<file path="src/rtl/mem_req_arbiter.sv">
// Arbiter for the shared line-memory port: VC-priority grant with an L1 starvation guard,
// a grant held for the whole transaction, owner-routed responses and a per-transaction timeout.
module mem_req_arbiter #(
  parameter int ADDR_WIDTH       = 32,
  parameter int LINE_BYTES       = 16,
  parameter int VICTIM_TAG_WIDTH = 27,
  parameter int MAX_VC_STREAK    = 4,
  parameter int TIMEOUT_CYCLES   = 255
) (
  input  logic                        clk,
  input  logic                        rst_n,
  input  logic                        l1_req_valid,
  input  logic                        l1_req_rw,
  input  logic [ADDR_WIDTH-1:0]       l1_req_addr,
  input  logic [LINE_BYTES*8-1:0]     l1_req_wdata,
  output logic                        l1_resp_valid,
  output logic [LINE_BYTES*8-1:0]     l1_resp_rdata,
  input  logic                        vc_req_valid,
  input  logic                        vc_req_write,
  input  logic [VICTIM_TAG_WIDTH-1:0] vc_req_tag,
  input  logic [LINE_BYTES*8-1:0]     vc_req_wdata,
  output logic                        vc_resp_valid,
  output logic                        mem_req_valid,
  output logic                        mem_req_rw,
  output logic [ADDR_WIDTH-1:0]       mem_req_addr,
  output logic [LINE_BYTES*8-1:0]     mem_req_wdata,
  input  logic                        mem_resp_valid,
  input  logic [LINE_BYTES*8-1:0]     mem_resp_rdata,
  output logic                        owner,
  output logic                        busy,
  output logic                        timeout_err
);

  localparam int OFFSET       = $clog2(LINE_BYTES);
  localparam int DATA_WIDTH   = LINE_BYTES * 8;
  localparam int VC_ADDR_BITS = VICTIM_TAG_WIDTH + OFFSET;
  localparam int STREAK_W     = $clog2(MAX_VC_STREAK + 1);
  localparam int TIMER_W      = $clog2(TIMEOUT_CYCLES + 1);

  typedef enum logic [1:0] {
    IDLE  = 2'd0,
    BUSY  = 2'd1,
    DRAIN = 2'd2
  } state_t;

  state_t                  state_reg;
  state_t                  state_next;

  logic                    owner_reg;
  logic                    rw_reg;
  logic [ADDR_WIDTH-1:0]   addr_reg;
  logic [DATA_WIDTH-1:0]   wdata_reg;
  logic [STREAK_W-1:0]     streak_reg;
  logic [TIMER_W-1:0]      timer_reg;
  logic                    timeout_err_reg;

  logic                    streak_full;
  logic                    grant_vc;
  logic                    grant_l1;
  logic                    grant_any;
  logic                    in_busy;
  logic                    timeout_hit;
  logic                    txn_done;
  logic [VC_ADDR_BITS-1:0] vc_line_addr;
  logic [ADDR_WIDTH-1:0]   vc_addr;

  // Arbitration: VC wins unless L1 is waiting and VC has used up its streak.
  assign streak_full  = (streak_reg == STREAK_W'(MAX_VC_STREAK));
  assign grant_vc     = vc_req_valid && !(l1_req_valid && streak_full);
  assign grant_l1     = l1_req_valid && !grant_vc;
  assign grant_any    = grant_vc || grant_l1;

  assign vc_line_addr = VC_ADDR_BITS'(vc_req_tag) << OFFSET;
  assign vc_addr      = ADDR_WIDTH'(vc_line_addr);

  // A real response in the timeout cycle takes precedence over the timeout.
  assign in_busy      = (state_reg == BUSY);
  assign timeout_hit  = in_busy && !mem_resp_valid && (timer_reg == TIMER_W'(TIMEOUT_CYCLES));
  assign txn_done     = in_busy && (mem_resp_valid || timeout_hit);

  always_ff @(posedge clk or negedge rst_n) begin
    if (!rst_n) begin
      state_reg <= IDLE;
    end else begin
      state_reg <= state_next;
    end
  end

  always_comb begin
    state_next = state_reg;
    case (state_reg)
      IDLE:    if (grant_any) state_next = BUSY;
      BUSY:    if (txn_done)  state_next = DRAIN;
      DRAIN:   state_next = IDLE;
      default: state_next = IDLE;
    endcase
  end

  always_comb begin
    mem_req_valid = in_busy;
    busy          = in_busy;
    mem_req_rw    = rw_reg;
    mem_req_addr  = addr_reg;
    mem_req_wdata = wdata_reg;
    owner         = owner_reg;
    timeout_err   = timeout_err_reg;
    l1_resp_valid = txn_done && !owner_reg;
    vc_resp_valid = txn_done && owner_reg;
    l1_resp_rdata = '0;
    if (l1_resp_valid && mem_resp_valid && !rw_reg) begin
      l1_resp_rdata = mem_resp_rdata;
    end
  end

  always_ff @(posedge clk or negedge rst_n) begin
    if (!rst_n) begin
      owner_reg       <= 1'b0;
      rw_reg          <= 1'b0;
      addr_reg        <= '0;
      wdata_reg       <= '0;
      streak_reg      <= '0;
      timer_reg       <= '0;
      timeout_err_reg <= 1'b0;
    end else begin
      if (state_reg == IDLE && grant_any) begin
        owner_reg <= grant_vc;
        timer_reg <= '0;
        if (grant_vc) begin
          rw_reg    <= vc_req_write;
          addr_reg  <= vc_addr;
          wdata_reg <= vc_req_wdata;
          if (l1_req_valid && !streak_full) begin
            streak_reg <= streak_reg + STREAK_W'(1);
          end
        end else begin
          rw_reg     <= l1_req_rw;
          addr_reg   <= l1_req_addr;
          wdata_reg  <= l1_req_wdata;
          streak_reg <= '0;
        end
      end
      if (in_busy && !txn_done) begin
        timer_reg <= timer_reg + TIMER_W'(1);
      end
      if (timeout_hit) begin
        timeout_err_reg <= 1'b1;
      end
    end
  end

endmodule

</file>
<file path="config.mk">
export PLATFORM = sky130hd
export DESIGN_NAME = mem_req_arbiter
export DESIGN_NICKNAME = d
export VERILOG_FILES = /design/src/rtl/mem_req_arbiter.sv
export SDC_FILE = /design/constraint.sdc
export NUM_CORES = 1
export LEC_CHECK = 0
export ABC_AREA = 0
export BUFFER_PORTS_ARGS = -buffer_cell sky130_fd_sc_hd__buf_2
export CAP_MARGIN = 20
export CORE_AREA = 4 4 286 288
export DETAILED_ROUTE_END_ITERATION = 10
export DIE_AREA = 0 0 290 292
export PLACE_DENSITY = 0.33
export SETUP_SLACK_MARGIN = 0.15
export SYNTH_ARGS = -nofsm -noshare
export SYNTH_HDL_FRONTEND = slang
export SYNTH_SLANG_ARGS = --single-unit
</file>
<file path="constraint.sdc">
create_clock -name clk -period 4.89 [get_ports clk]
set_input_delay 1.467 -clock clk [delete_from_list [all_inputs] [get_ports clk]]
set_output_delay 1.467 -clock clk [all_outputs]
set_load 0.02 [all_outputs]
</file>
Word level (Yosys, flattened, before mapping) --
Index checks and enable logic that the tools add are counted.
Word-level totals: register bits after elaboration 176, bits in latches 0, memory bits (writable) 0, memory bits (read-only) 0, input port bits 450, memories kept 0
Cells by class: add/sub/neg operators 2, multiply operators 0, div/mod/pow operators 0, magnitude comparators 0, eq/ne operators 6, shift-type cells 0, muxes and demuxes 11, bitwise logic cells 0, reduce and logical (&&, ||, !) cells 26
Operators by type and width (count):
- $mux W128 | 2
- $mux W32 | 1
- $mux W8 | 2
- $logic_and A1 B1 Y1 | 13
- $add A8 B1 Y8 const B | 1
- $eq A8 B8 Y1 const B | 1
- $logic_not A1 Y1 | 7
- $mux W3 | 2
- $mux W2 | 2
- $ne A2 B1 Y1 const B | 2
- $pmux W2 S2 | 1
- $reduce_and A2 Y1 | 2
- $add A3 B1 Y3 const B | 1
- $eq A3 B3 Y1 const B | 1
- $eq A2 B1 Y1 const B | 1
- $logic_not A2 Y1 | 1
- $logic_or A1 B1 Y1 | 2
- $ne A2 B2 Y1 const B | 1
- $reduce_bool A2 Y1 | 1
- $mux W1 | 1

Longest topological paths before layout --
depth after elaboration 10, mapped depth 8, depth with buffers taken out 6

Worst setup path before layout --
No wires, ideal clock.
kind in2out, start input port mem_resp_valid, end output port l1_resp_rdata[107], arrival time 2278 ps, data required time 3423 ps, path slack 1145 ps, stages on the path 4, cell sequence and3_1 > clkbuf_1 > clkbuf_1 > and2_1
On the way: longest elaborated chain between the ends 9
RTL lines:
- start, declared | RTL line 27 | input logic mem_resp_valid,
- $logic_not A1 Y1 | RTL line 78 | assign timeout_hit = in_busy && !mem_resp_valid && (timer_reg == TIMER_W'(TIMEOUT_CYCLES));
- $logic_and A1 B1 Y1 (2 in series) | RTL line 78
- $logic_or A1 B1 Y1 | RTL line 79 | assign txn_done = in_busy && (mem_resp_valid || timeout_hit);
- $logic_and A1 B1 Y1 | RTL line 79
- $logic_and A1 B1 Y1 | RTL line 107 | l1_resp_valid = txn_done && !owner_reg;
- $logic_and A1 B1 Y1 (*) (2 in series) | RTL line 110 | if (l1_resp_valid && mem_resp_valid && !rw_reg) begin
- $mux W128 (*) | RTL line 110
- end, declared | RTL line 17 | output logic [LINE_BYTES*8-1:0] l1_resp_rdata,
Mark *: on every way between the ends. The rest lies on a longest branch, timed or not.

Worst setup path after layout --
start input port mem_resp_valid, end output port l1_resp_rdata[70]
Same word-level chain as after synthesis.

==> summary.md <==
| Metric | Value |
|---|---|
| DRC Markers | `0` |
| Count leader, synth | `dfrtp_1` |
| Final period util | `0.854` |
| Post-CTS Resized | `0` |
| Hold Path Sink | `mem_req_addr[3]` |
| Post-CTS setup repair buffer count | `0` |
| Pwr Density | `533 nW/um^2` |
| Hold Startpoint | `mem_req_addr[3]` |
| Fillers | `between 8000 and 9000` |
| Post-Layout Cell Count | `approximately 2700` |
| Initial antenna violation count | `22` |
| Via count | `9256` |
| Crit-path max FO | `75` |
| Syn nets | `1374` |
| CTS clk-pin slew, worst paths | `roughly 0.080 ns` |
| Final min period | `4.18 ns` |
| Vias in the first global route | `9600` |
| I/O Buffers | `744` |
| WP data required | `between 3 and 4 ns` |
| Worst rel slew slack | `0.473` |
| Max FFs per register | `128` |
| Fraction of registers with async set/reset | `1.00` |
| Detailed Place HPWL | `45.5 mm` |
| RR Startpoint | `streak_reg[0]` |
| Post-synthesis cell count | `921` |
| Critical Path AT | `2.71 ns` |
| List of most frequent post-synthesis cells | `dfrtp_1, nand2_1, mux2i_1` |
| Clk buf depth | `2` |
| Multi-input gate area | `4200 um^2` |
| Cell count of the worst reg-to-reg path | `6` |
| DR WL/cell | `19.8 um` |
| Vias per cell | `3.42` |
| Synth Area per Inst | `between 9 and 10 um^2` |
| Final setup vio count | `0` |
| Antenna-violating nets left | `0` |
| Synth area leader | `dfrtp_1` |
| Final Skew | `slightly above 0.02 ns` |
| Router iterations before antenna repair | `4` |
| Area Growth Syn to Fin | `61.9%` |
| Reg2reg end | `mem_req_wdata[111]` |
| Final Hold Slack | `0.471 ns` |
| Register bit count reported by yosys | `176` |
| Outcome | `complete, no violations` |
| Dpl cells | `approximately 2700` |
| Total GRT Usage | `0.122` |
| Fmax | `0.239 GHz` |
| Number of top-level pins | `roughly 750` |
| Synth warn | `0` |
| Max_cap viols | `0` |
| Skew-Pair Late Insertion Delay | `roughly 0.49 ns` |
| CORE AREA | `78900 um^2` |
| Crit start category | `input port` |
| Slew @ Worst Pin | `0.790 ns` |
| Crit Path Class | `input port to primary output` |
| Clock sinks | `176` |
| Fin. Hold Viols | `0` |
| TritonCTS clock tree | `done` |
| GRT overflow | `0` |
| Initial Util | `0.114` |
| CTS buffer count | `17` |
| Htree depth | `4` |
| Register area share after synthesis | `0.489` |
| Static Leak | `7.93 nW` |
| RD Place Congestion | `around 1.0` |
| Library cells used by synthesis | `35` |
| WHS Path Cells | `2` |
| Final #Nets | `2092` |
| FP Rows | `approximately 100` |
| Die width | `290 um` |
| Critical Path Sink Type | `primary output` |
| Main flop type after synthesis | `dfrtp_1` |
| Clk root buf | `clkbuf_16` |
| Setup TNS | `0 ns` |
| Max-slew violations | `0` |
| Hold Crit Class | `flip-flop to flip-flop` |
| Syn Std Cell Area | `9010 um^2` |
| Synth area leaders | `dfrtp_1, mux2i_1, and2_1` |
| Fraction of final layout cells with drive strength greater than 1 | `0.488` |
| Largest net degree at the start of global routing | `161` |
| Post-synth EDFFs | `0` |
| CTS Hold Bufs | `0` |
| Peak supply drop | `roughly 210 uV` |
| R2r setup slk | `2.62 ns` |
| Initial detailed-routing violation count | `453` |
| WL final | `53.7 mm` |
| Yosys top cell area share | `0.489` |
| Global-route wire length before repair | `74.3 mm` |
| Unrepaired setup endpoints after global routing | `false` |
| Flip-flop and latch area | `4400 um^2` |
| Die height | `slightly below 300 um` |
| Full die area | `84700 um^2` |
## how the worst max path moves through the flow
stage                        start            endpoint  slack (ns)
global route        mem_resp_valid   l1_resp_rdata[70]        0.67
detailed placement  mem_resp_valid   l1_resp_rdata[70]        0.75
global placement    mem_resp_valid  l1_resp_rdata[108]        0.79
floorplan           mem_resp_valid  l1_resp_rdata[107]        1.15
finish              mem_resp_valid   l1_resp_rdata[70]        0.71
CTS                 mem_resp_valid   l1_resp_rdata[70]        0.75
## cells by family (layout without fill, tap and decap cells)
| logic type | Yosys count | count (layout) | synth area share |
|---|---|---|---|
| AND/OR/NAND/NOR | 331 | 331 | 0.180 |
| AO/OA/AOI/OAI | 177 | 177 | 0.104 |
| flip-flops | 176 | 176 | 0.489 |
| multiplexers | 157 | 157 | 0.175 |
| buffers and inverters | 75 | 806 | 0.0468 |
| adder cells (fa/ha/maj) | 3 | 3 | 0.00417 |
| XOR/XNOR | 2 | 2 | 0.00195 |
| other | 0 | 8 | 0 |
## final cells by class
class	instances	share of cell area
flip-flops and latches	176	0.302
diodes	8	0.00137
well taps	1050	0.0901
clock buffers	18	0.0301
repair buffers	769	0.276
inverters	5	0.00129
multi-input cells	670	0.288
clock inverters	14	0.0112
## worst max-delay path: stages
cell and delay, ns:
buf_2 0.11, and3_2 0.41, buf_12 0.29, and2_1 0.21
buf_2 0.18
## power by group
| group | total (mW) | leakage [nW] | internal [mW] | switching, mW |
|---|---|---|---|---|
| Combinational | 3.82 | 5.45 | 1.24 | 2.59 |
| Sequential | 2.49 | 2.18 | 2.14 | 0.348 |
| Clock | 1.46 | 0.298 | 0.745 | 0.714 |
## metal layers
metal,global-route usage,up-vias,routed length [um]
met2,0.200,408,25600
met1,0.155,4257,23000
met3,0.0382,38,4260
li1,-,4551,-
met4,0.0318,2,751
met5,0,-,13
## metrics by stage
stage	instance area (um^2)	worst slack, ns	util	total power, mW
after floorplan	9010	1.15	-	4.74
after global placement	14000	0.790	0.177	6.43
after detailed placement	14000	0.753	0.177	6.45
after CTS	14600	0.747	0.185	7.98
after global routing	14600	0.666	0.185	8.37
final	14600	0.712	0.185	7.77
## placed cells by master (no fill, tap or decap), types with 8 or more instances in the layout
cell type | netlist | final
buf_2 | 16 | 743
dfrtp_1 | 176 | 176
nand2_1 | 172 | 171
mux2i_1 | 156 | 156
and2_1 | 130 | 130
o21ai_0 | 129 | 129
o21ai_1 | 32 | 31
clkbuf_16 | 0 | 17
buf_4 | 6 | 17
nand3_1 | 12 | 12
diode_2 | 0 | 8
buf_12 | 0 | 8
Power figures use the tool's default switching activity.
